===== src/rtl/subbytes_scheduler.sv =====
// Shares one 32-bit S-box unit between the 128-bit SubBytes round-state operation
// (four column passes) and the key-schedule SubWord operation (one pass).
//
// Ports:
//   clk, rst              clock (rising edge) and asynchronous active-high reset
//   s_valid/s_ready       128-bit state request handshake; s_data column 0 = [127:96]
//   m_valid/m_ready       substituted state handshake; m_data = SubBytes(s_data)
//   k_valid/k_ready       key word request; k_ready is the grant for this cycle
//   k_word                word to run through SubWord
//   k_out_valid, k_out    one-cycle pulse with the registered SubWord result
//   sbox_in, sbox_out     link to the external combinational S-box unit
//   busy                  high while a state operation is in flight or awaiting hand-off
module subbytes_scheduler #(
    parameter bit KEY_FIRST = 1'b1
) (
    input  logic         clk,
    input  logic         rst,
    input  logic         s_valid,
    output logic         s_ready,
    input  logic [127:0] s_data,
    output logic         m_valid,
    input  logic         m_ready,
    output logic [127:0] m_data,
    input  logic         k_valid,
    output logic         k_ready,
    input  logic [31:0]  k_word,
    output logic         k_out_valid,
    output logic [31:0]  k_out,
    output logic [31:0]  sbox_in,
    input  logic [31:0]  sbox_out,
    output logic         busy
);

    typedef enum logic [1:0] {StIdle, StBusy, StDone} state_e;

    state_e            state_q, state_d;
    logic [1:0]        col_q, col_d;
    logic              prio_q, prio_d;  // 1: key wins the next contended cycle
    logic [3:0][31:0]  st_q, st_d;
    logic [3:0][31:0]  res_q, res_d;
    logic [31:0]       k_out_q, k_out_d;
    logic              k_out_valid_q, k_out_valid_d;
    logic              grant_k, grant_s;

    always_comb begin
        state_d       = state_q;
        col_d         = col_q;
        prio_d        = prio_q;
        st_d          = st_q;
        res_d         = res_q;
        k_out_d       = k_out_q;
        s_ready       = 1'b0;
        m_valid       = 1'b0;
        sbox_in       = '0;

        // Outside BUSY the key path has the unit to itself.
        grant_k       = k_valid && ((state_q != StBusy) || prio_q);
        grant_s       = (state_q == StBusy) && !grant_k;
        k_out_valid_d = grant_k;

        // Column c sits in packed word 3-c, i.e. ~c for a 2-bit index.
        if (grant_k) begin
            sbox_in = k_word;
            k_out_d = sbox_out;
        end else if (grant_s) begin
            sbox_in = st_q[~col_q];
        end

        // Contended cycle: pointer moves to whoever lost.
        if (state_q == StBusy && k_valid) begin
            prio_d = ~grant_k;
        end

        unique case (state_q)
            StIdle: begin
                s_ready = 1'b1;
                if (s_valid) begin
                    st_d    = s_data;
                    col_d   = 2'd0;
                    state_d = StBusy;
                end
            end
            StBusy: begin
                if (grant_s) begin
                    res_d[~col_q] = sbox_out;
                    col_d         = col_q + 2'd1;
                    if (col_q == 2'd3) begin
                        state_d = StDone;
                    end
                end
            end
            StDone: begin
                m_valid = 1'b1;
                if (m_ready) begin
                    state_d = StIdle;
                end
            end
            default: state_d = StIdle;
        endcase
    end

    always_ff @(posedge clk or posedge rst) begin
        if (rst) begin
            state_q       <= StIdle;
            col_q         <= 2'd0;
            prio_q        <= KEY_FIRST;
            st_q          <= '0;
            res_q         <= '0;
            k_out_q       <= '0;
            k_out_valid_q <= 1'b0;
        end else begin
            state_q       <= state_d;
            col_q         <= col_d;
            prio_q        <= prio_d;
            st_q          <= st_d;
            res_q         <= res_d;
            k_out_q       <= k_out_d;
            k_out_valid_q <= k_out_valid_d;
        end
    end

    assign k_ready     = grant_k;
    assign m_data      = res_q;
    assign k_out       = k_out_q;
    assign k_out_valid = k_out_valid_q;
    assign busy        = (state_q != StIdle);

endmodule

===== config.mk =====
export PLATFORM = sky130hd
export DESIGN_NAME = subbytes_scheduler
export DESIGN_NICKNAME = d
export VERILOG_FILES = /design/src/rtl/subbytes_scheduler.sv
export SDC_FILE = /design/constraint.sdc
export NUM_CORES = 1
export LEC_CHECK = 0
export ABC_CLOCK_PERIOD_IN_PS = 14000
export BUFFER_PORTS_ARGS = -buffer_cell sky130_fd_sc_hd__buf_2
export CAP_MARGIN = 0
export CORE_ASPECT_RATIO = 0.8
export CORE_MARGIN = 4
export CORE_UTILIZATION = 25
export DETAILED_ROUTE_END_ITERATION = 12
export GPL_TIMING_DRIVEN = 0
export SETUP_SLACK_MARGIN = 0.02
export SLEW_MARGIN = 0
export SYNTH_ARGS = -nofsm -noshare
export SYNTH_HDL_FRONTEND = slang
export SYNTH_SLANG_ARGS = --single-unit

===== constraint.sdc =====
create_clock -name clk -period 14 [get_ports clk]
set_input_delay 2.8 -clock clk [delete_from_list [all_inputs] [get_ports clk]]
set_output_delay 2.8 -clock clk [all_outputs]
set_load 0.05 [all_outputs]

Word level (Yosys, flattened, before mapping) --
Index checks and enable logic that the tools add are counted.
Operators by class: shift operators 0, div/mod/pow operators 0, order comparisons 2, muxes and demuxes 17, $mul 0, eq/ne operators 8, reduce and logical (&&, ||, !) cells 13, bitwise logic cells 2, add/sub/neg operators 1
Operator list (number):
- bitwise mux 128 bit | 1
- two-way mux 32 bit | 4
- binary-select mux 32 bit (select 2 bit) | 1
- demux 32 bit (select 2 bit) | 1
- two-way mux 2 bit | 6
- inequality test 2 bit (second input constant) | 3
- one-hot mux 2 bit (3 select lines) | 1
- == test 2 bit (second input constant) | 2
- logical AND 1 bit | 4
- inequality test 2 x 1 -> 1 bit (second input constant) | 2
- one-hot mux 2 bit (2 select lines) | 1
- AND reduction 2 bit | 2
- AND reduction 4 bit | 1
- nonzero test 2 bit | 2
- < comparator 2 x 3 -> 1 bit (second input constant) | 1
- AND reduction 3 bit | 1
- adder 2 x 1 -> 2 bit (second input constant) | 1
- == test 2 x 1 -> 1 bit (second input constant) | 1
- >= comparator 2 x 1 -> 1 bit (second input constant) | 1
- logical NOT 2 bit | 1
- two-way mux 1 bit | 2
- NOT 2 bit | 1
- logical NOT 1 bit | 1
- logical OR 1 bit | 1
- NOT 1 bit | 1
Storage, ports and cells: output and inout port bits 197, bits in latches 0, register bits 294, word-level logic and storage cells 56, bits in read-only memories 0, memories 0, memory bits (writable) 0, input bits 197

Logic depth before layout (Yosys ltp) --
Gate-level depths: netlist (run 1).
word-level depth 7, mapped depth 7

Worst setup path after synthesis (run 1) --
No wires, ideal clock.
kind input to output, start point input k_valid, end point output sbox_in[10], setup slack 7393 ps, required time 11200 ps, arrival time 3807 ps, cell stages on the path 4, cells stage by stage o21ai_4 inv_2 buf_2 a22o_1
Between the ends: cells in the longest elaborated chain, start to end 5
RTL lines:
- from (decl) | line 24 | input logic k_valid,
- logical AND 1 bit (*) | line 57 | grant_k = k_valid && ((state_q != StBusy) || prio_q);
- named net k_ready | line 25 | output logic k_ready,
- logical NOT 1 bit | line 58 | grant_s = (state_q == StBusy) && !grant_k;
- logical AND 1 bit | line 58
- two-way mux 32 bit | line 65 | end else if (grant_s) begin
- two-way mux 32 bit (*) | line 62 | if (grant_k) begin
- to (decl) | line 29 | output logic [31:0] sbox_in,
The timed path passes the listed nets; every way through them passes the cells marked *.

Worst setup path in the final report (run 1) --
start point input k_valid, end point output sbox_in[6]
Between the ends: cells in the longest elaborated chain, start to end 5
RTL lines (line):
- logical AND 1 bit (*) | 57
- logical NOT 1 bit | 58
- logical AND 1 bit | 58
- two-way mux 32 bit | 65
- two-way mux 32 bit (*) | 62
Every way passes the cells marked *; elsewhere a longest branch is shown, timed or not.

==> key figures, run 1 <==
Synth
  • Xor-xnor portion of the synthesized cell area: less than 1%
  • Post-synthesis simple-gate area fraction: under 10%
  • Mux contribution to synthesized area: between 30% and 40%
  • Post-synth top area share: between 50% and 60%
  • Post-Syn Area per Cell: ~18 um2
  • Sequential area share after synthesis: between 50 and 60%
  • Mapped cell area: 12750 um2
  • Yosys reg bits: around 290
  • Complex-gate fraction of the synthesized area: ~2.8%
  • Library cells used by synthesis: 31
  • Syn Inst Count: about 730
  • Mapped Nets: 929
  • Main combinational cell family by area after synthesis: multiplexers
  • Warnings from Yosys: 0
  • Yosys top cell by area: dfrtp_1
  • Area contributors post-synth: dfrtp_1 58%, mux2_2 15%, mux2_4 14%, mux4_2 5.7%, a22o_1 2.2%
  • Synth Area in Adders: less than 1%

Clock tree
  • Post-CTS Setup Repair Bufs: 0
  • Longest Clk Path Bufs: 3
  • Clk_lat worst skew: 0.54 ns
  • Clock slew seen by the registers of the worst setup and hold paths: 0.06 ns
  • TritonCTS Sinks: ~290
  • H-tree levels: 2
  • Cts bufs inserted: 34
  • CTS Root Cell: clkbuf_16
  • TritonCTS clock tree: done
  • Hold-fix buffers, CTS: 0
  • Post-cts repair resize count: 0

Global routing
  • GRT Total Usage: approximately an eighth
  • Initial antenna violation count: 6
  • Number of global-route vias before repair: 8731
  • GRT Residual Overflow: 0
  • First-pass GRT wire length: between 50 and 60 mm
  • Largest net degree at the start of global routing: approximately 130

Timing
  • RSZ-0062 raised after global routing: false
  • Max-slew violations: 0
  • Worst-Margin Slew: roughly 1 ns
  • Final Hold Fails: 0
  • Worst Skew: ~0.015 ns
  • Final period utilization: 53.44%
  • Setup Viol. Count Final: 0
  • Slew margin rel.: between 30% and 40%
  • Fmax achieved: ~130 MHz
  • Post-layout min period: ~7.5 ns

Critical path
  • Crit path kind: input pin to output pin
  • Cell Chain, Critical Path: buf_2 -> a21oi_2 -> clkbuf_1 -> a22o_1 -> buf_2
  • CP max FO: 10
  • Max stage delay on crit path: about 0.79 ns
  • CP bufs+invs: 3
  • Startpoint Class: input pin
  • Slowest-stage cell, CP: clkbuf_1
  • CP top delay family: buffers and inverters
  • Most frequent CP cell: buf_2
  • Nature of the critical path endpoint: output pin
  • Crit path required time: approximately 11 ns
  • CP Launch Point: k_valid
  • CP arrival: between 4 and 5 ns
  • RR Startpoint: col_q[1]$_DFFE_PP0P_

Detailed routing
  • Post-Route WL: 37.43 mm
  • Drt pass-1 iters: 4
  • Vias post-DR: 7986
  • Routed WL per cell: 20.13 um
  • DRT iter0 DRCs: approximately 340
  • Vias per cell: between 4 and 5
  • Drc violations: 0
  • Final ANT Viol Nets: 0

Placement
  • Gpl congestion: between 0.7 and 0.8
  • DP HPWL: between 20 and 30 mm
  • DP Cell Count: roughly 1800
  • Port bufs: 393

Min path
  • Hold Path Origin: k_out[29]$_DFFE_PP0P_
  • Hold Crit Class: flip-flop to flip-flop

Final layout
  • Fill count: 5014
  • Area growth, synth to finish: 31.32%
  • Area of the multi-input gates: 4975 um2
  • Commonest non-fill, non-tap cells in the layout: 402 x buf_2, 293 x dfrtp_1, 169 x mux2_2, 119 x mux2_4, 34 x clkbuf_16
  • Most common library cell in the layout ignoring fill and taps: buf_2
  • Register area: between 7000 and 8000 um2
  • Final #Nets: around 1400
  • Fin cells: 1859
  • Share of cells above drive strength 1: between 60% and 70%

Floorplan
  • Die width: about 260 um
  • Io pins: 394
  • Starting density of the core: about a quarter
  • Die area: 54680 um2
  • Placeable Area: between 50000 and 60000 um2
  • Std cell rows: 73
  • DIE HEIGHT: about 210 um

Job
  • Max_cap viols: 0

Status
  • Status: finished, final reports clean
-- layer usage --
metal  track usage, %  share of wire, %
met2            21.19                47
met3            2.859               5.3
met1            18.26                45
met4            4.329               2.3
met5                0             0.096
-- state kept, by name (all words and copies together) (netlist names) --
name and flops:
m_data 128, prio_q 1, col_q 2, st_q 128, k_out 32, state_q 2
k_out_valid 1
-- cell families after synthesis --
| logic type | Yosys count |
|---|---|
| buf+inv | 53 |
| compound gates | 42 |
| mux | 320 |
| flops | 294 |
| fa+ha+maj | 4 |
| simple gates | 14 |
| xor+xnor | 1 |
-- final timing paths --
check                                         endpoint  slack, ns  cells past startpoint
worst max-delay path                        sbox_in[6]       6.52                      5
worst min-delay path             k_out[29]$_DFFE_PP0P_       0.50                      1
worst max register to register  m_data[89]$_DFFE_PP0P_      11.32                      7
worst min register to register   k_out[29]$_DFFE_PP0P_       0.50                      1
max in group asynchronous       m_data[68]$_DFFE_PP0P_      10.69                      3
min in group asynchronous        st_q[112]$_DFFE_PP0P_       2.28                      2
-- cells in the mapped netlist --
library cell / instances
o311ai_0: 1
nand2b_4: 1
o2111ai_1: 1
nor3b_1: 1
clkbuf_1: 5
inv_2: 1
ha_1: 4
mux2_2: 169
nor3b_2: 1
buf_2: 9
a211oi_1: 1
nand3_4: 4
dfrtp_1: 293
dfstp_2: 1
mux2_4: 119
o21ai_0: 3
a21o_1: 2
nor2_1: 2
a21oi_2: 1
nand2_4: 1
buf_1: 1
o21ai_4: 1
nand2b_1: 1
a22o_1: 32
buf_4: 8
nand2_1: 2
nor2b_2: 1
buf_6: 23
inv_1: 6
mux4_2: 32
xnor2_1: 1
-- metrics by stage --
step	util (%)	TNS [ns]	setup slack, ns	area (um2)	hold WS (ns)
floorplan	-	0	3.083	12750	0.4751
global placement	31.08	-66.52	-0.2944	15560	0.4841
detailed placement	31.21	0	6.465	15620	0.4859
CTS	33.43	0	6.462	16730	0.5036
global route	33.44	0	6.423	16740	0.5096
finish	33.44	0	6.519	16740	0.4997
-- cell type report --
class / count / share of cell area, %
Multi-Input combinational cell: 381 / 29.72
Tap cell: 675 / 5.046
Clock inverter: 12 / 0.9867
Sequential cell: 294 / 43.96
Clock buffer: 46 / 5.651
Buffer: 46 / 2.310
Antenna cell: 3 / 0.04485
Timing Repair Buffer: 395 / 12.08
Inverter: 7 / 0.2018
Power of run 1 is not shown: default switching activity piles up to over one toggle a cycle in this logic, so the estimate is an artifact.
==> run 2, diff against run 1 <==
--- a/config.mk
+++ b/config.mk
@@ -5,7 +5,7 @@
 export SDC_FILE = /design/constraint.sdc
 export NUM_CORES = 1
 export LEC_CHECK = 0
-export ABC_CLOCK_PERIOD_IN_PS = 14000
+export ABC_CLOCK_PERIOD_IN_PS = 6000
 export BUFFER_PORTS_ARGS = -buffer_cell sky130_fd_sc_hd__buf_2
 export CAP_MARGIN = 0
 export CORE_ASPECT_RATIO = 0.8
==> constraint.sdc (replaced) <==
create_clock -name clk -period 6 [get_ports clk]
set_input_delay 1.2 -clock clk [delete_from_list [all_inputs] [get_ports clk]]
set_output_delay 1.2 -clock clk [all_outputs]
set_load 0.05 [all_outputs]
==> key figures, run 2 (synthesized netlist as in run 1, its figures left out) <==
Global routing
  • GRT Total Usage: 13.38% (was 13.32%)
  • Initial antenna violation count: 5 (was 6)
  • GRT Residual Overflow: 0 (unchanged)
  • Number of global-route vias before repair: 8623 (was 8731)
  • First-pass GRT wire length: 55.78 mm (was 55.39 mm)
  • Largest net degree at the start of global routing: 44 (was 132)

Detailed routing
  • Vias per cell: 4.310 (was 4.296)
  • Final ANT Viol Nets: 0 (unchanged)
  • Routed WL per cell: 20.51 um (was 20.13 um)
  • Vias post-DR: 8029 (was 7986)
  • Drt pass-1 iters: 6 (was 4)
  • Post-Route WL: 38.21 mm (was 37.43 mm)
  • Drc violations: 0 (unchanged)
  • DRT iter0 DRCs: 271 (was 338)

Critical path
  • CP max FO: 10 (unchanged)
  • Crit path kind: input pin to output pin (unchanged)
  • Reg2Reg Setup Slack: 3.33 ns (was 11.32 ns)
  • Reg2reg end: m_data[92]$_DFFE_PP0P_ (was m_data[89]$_DFFE_PP0P_)
  • Crit path required time: 4.80 ns (was 11.20 ns)
  • Reg2Reg Depth: 7 (unchanged)
  • Nature of the critical path endpoint: output pin (unchanged)
  • RR Startpoint: col_q[1]$_DFFE_PP0P_ (unchanged)
  • CP arrival: 3.11 ns (was 4.68 ns)
  • Startpoint Class: input pin (unchanged)

Clock tree
  • Post-CTS Setup Repair Bufs: 0 (unchanged)
  • Cts bufs inserted: 31 (was 34)
  • TritonCTS Sinks: 294 (unchanged)
  • CTS Root Cell: clkbuf_16 (unchanged)
  • H-tree levels: 1 (was 2)
  • Longest Clk Path Bufs: 3 (unchanged)
  • Clock slew seen by the registers of the worst setup and hold paths: 0.06 ns (about the same)
  • Hold-fix buffers, CTS: 0 (unchanged)
  • Post-cts repair resize count: 0 (unchanged)
  • Clk_lat worst skew: 0.57 ns (was 0.54 ns)
  • TritonCTS clock tree: done (unchanged)

Timing
  • Worst Skew: 0.008379 ns (was 0.01468 ns)
  • RSZ-0062 raised after global routing: false (unchanged)
  • Slew margin rel.: 37.28% (was 34.06%)
  • WHS: 0.5002 ns (was 0.4997 ns)
  • Worst-Margin Slew: 0.9408 ns (was 0.9891 ns)
  • Max-slew violations: 0 (unchanged)
  • Fmax achieved: ~230 MHz
  • Final Hold Fails: 0 (unchanged)
  • Setup ws final: 1.693 ns (was 6.519 ns)
  • Final period utilization: between 70% and 80%
  • Setup TNS: 0 ns (unchanged)
  • Post-layout min period: between 4 and 5 ns
  • Setup Viol. Count Final: 0 (unchanged)

Min path
  • Hold path endpoint: k_out[8]$_DFFE_PP0P_ (was k_out[29]$_DFFE_PP0P_)
  • Hold-critical path depth: 1 (unchanged)
  • Hold Crit Class: flip-flop to flip-flop (unchanged)
  • Hold Path Origin: k_out[8]$_DFFE_PP0P_ (was k_out[29]$_DFFE_PP0P_)

Placement
  • Post-placement worst setup slack: 1.688 ns (was 6.465 ns)
  • Gpl congestion: 0.7698 (was 0.7690)
  • Port bufs: 393 (unchanged)
  • DP HPWL: 28.45 mm (was 27.67 mm)

Floorplan
  • Placeable Area: 50050 um2 (unchanged)
  • Die area: 54680 um2 (unchanged)
  • Starting density of the core: 25.46% (unchanged)
  • DIE HEIGHT: 210.0 um (unchanged)
  • Die width: 260.4 um (unchanged)
  • Std cell rows: 73 (unchanged)
  • Io pins: 394 (unchanged)

Final layout
  • Area growth, synth to finish: 32.08% (was 31.32%)
  • Final #Nets: 1363 (was 1360)
  • Core Util, Final: 33.63% (was 33.44%)
  • Share of cells above drive strength 1: 69.81% (was 69.35%)
  • Commonest non-fill, non-tap cells in the layout: 402 x buf_2, 293 x dfrtp_1, 169 x mux2_2, 119 x mux2_4 (was 402 x buf_2, 293 x dfrtp_1, 169 x mux2_2, 119 x mux2_4, 34 x clkbuf_16)
  • Most common library cell in the layout ignoring fill and taps: buf_2 (unchanged)
  • Fill count: 4956 (was 5014)

Job
  • Max_cap viols: 0 (unchanged)

Status
  • Status: finished, final reports clean (unchanged)
==> run 2: cell types whose count changed in the layout (fill, tap and decap cells not counted), sizes merged <==
cell,previous run,this run
clkinv,4,9
buf,436,442
inv,9,7
diode,3,2
bufinv,3,6
clkbuf,51,44
==> run 2: final cells by class <==
class,count,area [um2],area share [%]
Tap cell,675,844.6,5.017
Clock buffer,39,855.8,5.084
Buffer,46,386.6,2.297
Multi-Input combinational cell,381,4975,29.55
Clock inverter,18,252.7,1.501
Sequential cell,294,7358,43.71
Antenna cell,2,5.005,0.02973
Timing Repair Buffer,401,2127,12.63
Inverter,7,30.03,0.1784
==> run 2: how the worst max path moves through the flow <==
stage / from / endpoint
5_1_grt: k_valid / sbox_in[5]
3_3_place_gp: rst / m_data[5]$_DFFE_PP0P_
3_5_place_dp: k_valid / sbox_in[10]
6_report: k_valid / sbox_in[5]
4_1_cts: k_valid / sbox_in[10]
2_1_floorplan: rst / col_q[0]$_DFFE_PP0P_
==> run 2: metal layers <==
layer,global-route usage [%],share of wire [%]
met3,2.907,5.3
met1,18.33,44
met2,21.87,48
met5,0,0.089
met4,3.090,2.2
==> run 2: per-stage QoR <==
step                      instances  cell area [um2]
after global placement         1796            15560
after floorplan                 728            12750
after CTS                      1861            16830
after detailed placement       1804            15720
final                          1863            16830
after global routing           1863            16830
==> run 2: critical path, stage by stage <==
cell and delay [ns]:
buf_2 0.16, a21oi_2 0.44, clkbuf_1 0.76, a22o_1 0.24
buf_2 0.29
Power of run 2 is left out for the same reason.
